--- src/rtl/fetch_align_queue.sv ---
// RV32IC fetch front-end: word reads from the I-cache feed a halfword queue.
// The head of the queue is realigned into one 16- or 32-bit instruction per handshake.
module fetch_align_queue #(
   parameter int XLEN        = 32,
   parameter int DEPTH       = 4,
   parameter int ENDIAN_SWAP = 1
) (
   input  logic                       clk,
   input  logic                       rst,
   output logic                       icache_ren,
   output logic [XLEN-3:0]            icache_addr,
   input  logic                       icache_stall,
   input  logic [31:0]                icache_rdata,
   input  logic                       redirect_i,
   input  logic [XLEN-1:0]            redirect_pc_i,
   output logic                       instr_valid_o,
   input  logic                       instr_ready_i,
   output logic [31:0]                instr_o,
   output logic [XLEN-1:0]            instr_pc_o,
   output logic                       instr_is_c_o,
   output logic [$clog2(DEPTH+1)-1:0] count_o
);

   localparam int PW = $clog2(DEPTH);
   localparam int CW = $clog2(DEPTH+1);
   localparam logic [XLEN-1:0] PC_STEP_HALF = XLEN'(2);
   localparam logic [XLEN-1:0] PC_STEP_WORD = XLEN'(4);

   function automatic logic [31:0] byte_swap(input logic [31:0] w);
      return {w[7:0], w[15:8], w[23:16], w[31:24]};
   endfunction

   logic [15:0]     hw_q [DEPTH];
   logic [XLEN-1:0] pc_q [DEPTH];
   logic [PW-1:0]   rd_ptr;
   logic [PW-1:0]   wr_ptr;
   logic [CW-1:0]   count;
   logic [XLEN-1:0] fetch_pc;
   logic            skip_lo;

   logic [31:0]     rdata;
   logic            accept;
   logic            pop;
   logic            head_is32;
   logic [15:0]     h0;
   logic [15:0]     h1;
   logic [1:0]      push_n;
   logic [1:0]      pop_n;
   logic            unused_bit0;

   // Redirect targets are halfword-aligned, so bit 0 carries no information.
   assign unused_bit0 = redirect_pc_i[0];

   // Cache data byte order normalisation.
   always_comb begin
      if (ENDIAN_SWAP != 0) begin
         rdata = byte_swap(icache_rdata);
      end else begin
         rdata = icache_rdata;
      end
   end

   // Fetch request and head-of-queue decode.
   always_comb begin
      icache_ren   = !rst && !redirect_i && (count <= CW'(DEPTH-2));
      icache_addr  = fetch_pc[XLEN-1:2];
      accept       = icache_ren && !icache_stall;
      h0           = hw_q[rd_ptr];
      h1           = hw_q[rd_ptr + PW'(1)];
      head_is32    = (h0[1:0] == 2'b11);
      instr_pc_o   = pc_q[rd_ptr];
      instr_is_c_o = !head_is32;
      count_o      = count;
      if (head_is32) begin
         instr_o       = {h1, h0};
         instr_valid_o = !rst && !redirect_i && (count >= CW'(2));
      end else begin
         instr_o       = {16'h0000, h0};
         instr_valid_o = !rst && !redirect_i && (count >= CW'(1));
      end
      pop = instr_valid_o && instr_ready_i;
      if (accept) begin
         push_n = skip_lo ? 2'd1 : 2'd2;
      end else begin
         push_n = 2'd0;
      end
      if (pop) begin
         pop_n = head_is32 ? 2'd2 : 2'd1;
      end else begin
         pop_n = 2'd0;
      end
   end

   // Queue, pointers and fetch PC; redirect overrides any same-cycle push or pop.
   always_ff @(posedge clk) begin
      if (rst) begin
         rd_ptr   <= '0;
         wr_ptr   <= '0;
         count    <= '0;
         fetch_pc <= '0;
         skip_lo  <= 1'b0;
         for (int i = 0; i < DEPTH; i++) begin
            hw_q[i] <= 16'h0000;
            pc_q[i] <= '0;
         end
      end else if (redirect_i) begin
         rd_ptr   <= '0;
         wr_ptr   <= '0;
         count    <= '0;
         fetch_pc <= {redirect_pc_i[XLEN-1:2], 2'b00};
         skip_lo  <= redirect_pc_i[1];
      end else begin
         if (accept) begin
            if (skip_lo) begin
               hw_q[wr_ptr] <= rdata[31:16];
               pc_q[wr_ptr] <= fetch_pc + PC_STEP_HALF;
            end else begin
               hw_q[wr_ptr]            <= rdata[15:0];
               pc_q[wr_ptr]            <= fetch_pc;
               hw_q[wr_ptr + PW'(1)]   <= rdata[31:16];
               pc_q[wr_ptr + PW'(1)]   <= fetch_pc + PC_STEP_HALF;
            end
            fetch_pc <= fetch_pc + PC_STEP_WORD;
            skip_lo  <= 1'b0;
         end else begin
            fetch_pc <= fetch_pc;
            skip_lo  <= skip_lo;
         end
         wr_ptr <= wr_ptr + PW'(push_n);
         rd_ptr <= rd_ptr + PW'(pop_n);
         count  <= count + CW'(push_n) - CW'(pop_n);
      end
   end

endmodule

--- config.mk ---
export PLATFORM = sky130hd
export DESIGN_NAME = fetch_align_queue
export DESIGN_NICKNAME = d
export VERILOG_FILES = /design/src/rtl/fetch_align_queue.sv
export SDC_FILE = /design/constraint.sdc
export NUM_CORES = 1
export LEC_CHECK = 0
export BUFFER_PORTS_ARGS = -buffer_cell sky130_fd_sc_hd__buf_2
export CAP_MARGIN = 10
export CORE_ASPECT_RATIO = 1.4
export CORE_UTILIZATION = 23
export CTS_BUF_LIST = sky130_fd_sc_hd__clkbuf_8
export DETAILED_ROUTE_END_ITERATION = 10
export HOLD_SLACK_MARGIN = 0.03
export PLACE_DENSITY = 0.37
export RECOVER_POWER = 25
export SLEW_MARGIN = 20
export SYNTH_ARGS = -nofsm -noshare
export SYNTH_HDL_FRONTEND = slang
export SYNTH_SLANG_ARGS = --single-unit
--- constraint.sdc ---
create_clock -name clk -period 6.1 [get_ports clk]
set_clock_uncertainty 0.05 [all_clocks]
set_input_delay 0 -clock clk [delete_from_list [all_inputs] [get_ports clk]]
set_output_delay 0 -clock clk [all_outputs]
set_load 0.01 [all_outputs]
# Word level (Yosys, flattened, before mapping)
# Memories as Yosys holds them, arrays and structs flattened. A register that Yosys moved wholly into a read port is not among the register bits.
# Cells that the tools add are included.
# classes
add_sub_neg	8
mul	0
div	0
magnitude_cmp	3
eq_ne	1
shifts	0
n_mux	38
bitwise	2
n_reduce_logical	16
# op_table
op	count
32-bit two-way mux	6
32-bit OR reduction	2
16-bit two-way mux	3
32-bit by 2-bit adder with 32-bit output (second input constant)	1
32-bit by 3-bit adder with 32-bit output (second input constant)	1
16-bit OR reduction	2
2-bit two-way mux	10
1-bit two-way mux	19
1-bit logical AND	6
2-bit by 1-bit adder with 2-bit output (second input constant)	2
2-bit adder	2
1-bit zero test	4
3-bit by 2-bit adder with 3-bit output	1
3-bit by 1-bit >= comparator with 1-bit output (second input constant)	1
3-bit by 2-bit >= comparator with 1-bit output (second input constant)	1
3-bit by 2-bit <= comparator with 1-bit output (second input constant)	1
3-bit by 2-bit subtractor with 3-bit output	1
2-bit equality test (second input constant)	1
1-bit bitwise OR	2
2-bit nonzero test	1
2-bit OR reduction	1
# totals
ff_bits	40
latch_bits	0
mem_bits_rw	192
romBits	0
elab_cells	76
mem_count	2
# mem_list
name	words	word_bits	rd	rd_ports_with_merged_regs	wr	line	rtl
pc_q	4	32	1	1	4	34	logic [XLEN-1:0] pc_q [DEPTH];
hw_q	4	16	2	1	4	33	logic [15:0] hw_q [DEPTH];

# Longest topological paths before layout
# logic_depth
word_depth	11
ltp_mapped	11

# Least setup slack after synthesis
# Ideal clock, no wire load.
# synth_path
path_type	register to register
from	reg count[0], in the netlist count_o[0]
to	mem hw_q[3][0] (enable)
setup_ns	0.522
arrival_ns	4.712
required_ns	5.528
setup_slack_ns	0.815
path_stages_with_launch	5
path_buffers	1
period_less_slack_ns	5.285
path_cell_list	dfxtp_1 a21oi_1 nand2_1 clkbuf_1 o31ai_1
# synth_lines
element	line	rtl
from (decl)	37	logic [CW-1:0] count;
from (signal assigned)	131	count <= count + CW'(push_n) - CW'(pop_n);
to (decl)	33	

==> impl_metrics.env <==
export IMPL_p_total_mw=3.59
export IMPL_reg2reg_depth=8
export IMPL_drt_iter0_drc=613
export IMPL_numCtsBuffers=41
export IMPL_violations="capacitance limit, slew limit"
export IMPL_leakagePower_nw=5.77
export IMPL_rrSetupSlack_ns=1.39
export IMPL_synthCells=1077
export IMPL_hold_viol_final=0
export IMPL_gp_congestion=0.788
export IMPL_synth_ff_type="edfxtp_1"
export IMPL_path_clk_slew_ns=0.06
export IMPL_final_nets=1387
export IMPL_wire_per_inst_um=22.2
export IMPL_timing_rr_start="count_o[0]"
export IMPL_cap_violations=1
export IMPL_period_share_pct=77.2
export IMPL_avgViaCountPerCell=4.86
export IMPL_setup_worst_path_end_class="flop"
export IMPL_tightest_slew_ns=1.59
export IMPL_drive_above_1_share_pct=19.9
export IMPL_ant_nets=0
export IMPL_min_from="rst"
export IMPL_grt_max_degree=116
export IMPL_ys_types=60
export IMPL_fin_crit_ns=4.71
export IMPL_initial_utilization_pct=23.4
export IMPL_reg2reg_to="pc_q[0][23]"
export IMPL_worstSkewPairLatency_ns=0.56
export IMPL_worstHoldPathType="primary input to flop"
export IMPL_whs_endpoint="fetch_pc[29]"
export IMPL_fin_cells=2051
export IMPL_synth_edf_count=188
export IMPL_hold_depth=2
export IMPL_power_density_mw_per_mm2=231
export IMPL_dp_cells=1873
export IMPL_ys_ff_latch=226
export IMPL_wirelength_um=45500
export IMPL_grt_pass1_wl_um=66400
export IMPL_globalRouteOverflowTotal=0
export IMPL_cp_max_fo=70
export IMPL_drc=0
export IMPL_drtPass1Iterations=5
export IMPL_cts_max_path_buffers=3
export IMPL_status="finished, violations left"
export IMPL_grt_use_total_pct=16.7
export IMPL_ys_warn_count=0
export IMPL_ios=169
export IMPL_synth_nets=1151
export IMPL_place_area_mm2=0.0138
export IMPL_async_reset_ff_share_pct=0
export IMPL_crit_type="flop to flop"
export IMPL_syn_avg_cell_area_um2=11.4
export IMPL_max_freq_ghz=0.212
export IMPL_crit_required_ns=6.29
export IMPL_ir_drop_v=0.000100
export IMPL_area_growth_pct=26.6
export IMPL_worstPathArrival_ns=4.90
export IMPL_clkSinkCount=226
export IMPL_antenna_found_initial=1
export IMPL_slew_viol_final=27
export IMPL_die_w_um=197
export IMPL_max_slew_margin_pct=-6.31
export IMPL_fp_dieH_um=275
export IMPL_cts_tree="yes"
export IMPL_ys_seq_area_share_pct=52.2
export IMPL_multi_input_comb_area_mm2=0.00542
export IMPL_start_kind="flop"
export IMPL_nFillCells=5517
export IMPL_finalHoldWorstSlack_ns=0.0724
export IMPL_cts_root_buffer="clkbuf_8"
export IMPL_synth_area_mm2=0.0123
export IMPL_tns_ns=0
export IMPL_htree_levels=2
export IMPL_num_vias=9965
export IMPL_grt_pass1_vias=9892
export IMPL_rsz0062_at_grt="no"
export IMPL_hpwl_um=28500
export IMPL_fin_area_mm2=0.0155
export IMPL_port_buffers=166
export IMPL_floorplan_core_area_mm2=0.0524
export IMPL_regArea_mm2=0.00642
export IMPL_rows=99
export IMPL_setup_viol=0
export IMPL_die_area_mm2=0.0543
## through the flow
step	worst slack, ns	util [%]
CTS	1.86	29.7
global route	1.01	29.6
global placement	1.96	26.4
finish	1.39	29.6
detailed placement	1.89	26.4
floorplan	0.815	-
## state kept, by name (all words and copies together), names as in the netlist
register	flops
count_o	3
fetch_pc	30
hw_q	64
pc_q	124
rd_ptr	2
skip_lo	1
wr_ptr	2
## logic make-up after synthesis
kind of cell / Yosys count / synth area share (%)
mux: 64 / 11.4
compound gates: 201 / 11.2
buf+inv: 124 / 4.00
fa+ha+maj: 5 / 0.632
flops: 226 / 52.2
simple gates: 447 / 19.8
other cells: 1 / 0.0306
xor+xnor: 9 / 0.643
## repair_timing
item / CTS / global route
hold endpoints to repair: 97 / 0
setup endpoints to repair: 0 / 0
buffers inserted: 0 / 0
gates resized for setup: 0 / 0
hold buffers: 102 / 0
## how the worst max path moves through the flow
stage / to / start / slack, ns
6_report: pc_q[0][23] / count_o[0] / 1.39
5_1_grt: pc_q[0][11] / count_o[0] / 1.01
4_1_cts: hw_q[2][3] / wr_ptr[1] / 1.86
3_5_place_dp: hw_q[2][3] / wr_ptr[1] / 1.89
3_3_place_gp: hw_q[2][3] / wr_ptr[1] / 1.96
2_1_floorplan: hw_q[3][0] / count_o[0] / 0.82
## cell type report
cell class | instances | area share (%)
sequential | 226 | 41.3
multi-input combinational | 727 | 34.9
timing repair buffer | 294 | 12.9
tap | 707 | 5.69
clock buffer | 43 | 3.81
clock inverter | 30 | 0.805
inverter | 23 | 0.556
antenna | 1 | 0.0161
## synth_stat cells, types with 5 or more instances
library cell	n	area share, %
o21ai_0	11	0.45
buf_2	5	0.20
a211oi_1	9	0.55
nor3b_1	16	0.98
nor2_1	79	2.4
a31oi_1	61	3.1
and2_1	96	4.9
nor2b_1	5	0.25
a22oi_1	6	0.37
dfxtp_1	38	6.2
o211ai_1	7	0.43
mux4_2	61	11
and3b_1	17	1.2
nor4_1	9	0.46
buf_1	13	0.40
inv_1	22	0.67
o311ai_0	5	0.36
a21oi_1	44	1.8
nor3_1	24	0.98
nand4_1	13	0.66
nand2b_1	18	0.92
or2_2	6	0.31
edfxtp_1	188	46
clkbuf_1	80	2.4
or4_1	6	0.37
and3_1	42	2.1
nand2_1	82	2.5
xnor2_1	6	0.43
o22a_1	32	2.3
nand3_1	22	0.90
## worst max-delay path: stages, from the launching register on
cell and delay (ns):
dfxtp_1 0.39, a21oi_1 0.18, clkbuf_1 1.17, nand2_1 0.31
buf_4 0.50, a21oi_4 0.22, buf_4 0.40, or2_2 0.75
buf_4 0.38
## cells in the final DEF, fill, tap and decap left out, drive strengths merged, types with 6 or more instances in the layout
| cell | instances |
|---|---|
| a211oi | 9 |
| a21oi | 44 |
| a22oi | 6 |
| a31oi | 61 |
| and2 | 96 |
| and3 | 42 |
| and3b | 17 |
| buf | 136 |
| clkbuf | 99 |
| clkinv | 13 |
| dfxtp | 38 |
| dlygate4sd3 | 102 |
| edfxtp | 188 |
| inv | 38 |
| mux4 | 61 |
| nand2 | 82 |
| nand2b | 18 |
| nand3 | 22 |
| nand4 | 13 |
| nor2 | 79 |
| nor3 | 24 |
| nor3b | 16 |
| nor4 | 9 |
| o211ai | 7 |
| o21ai | 11 |
| o22a | 32 |
| or2 | 6 |
| or4 | 7 |
| xnor2 | 6 |
## power breakdown
part	switching, mW	internal, mW	total (mW)
logic	0.261	0.183	0.445
registers	0.0676	1.75	1.82
clock network	0.676	0.651	1.33
total	1.00	2.59	3.59
## per-layer routing
| layer | global-route usage (%) | vias to the layer above | part of all wire (%) |
|---|---|---|---|
| met5 | 0 | - | 0 |
| met4 | 5.08 | 0 | 2.3 |
| met3 | 2.28 | 65 | 4.4 |
| met2 | 29.9 | 302 | 51 |
| met1 | 20.6 | 5008 | 42 |
| li1 | - | 4590 | - |
No activity file was read; power rests on OpenSTA's default activity.
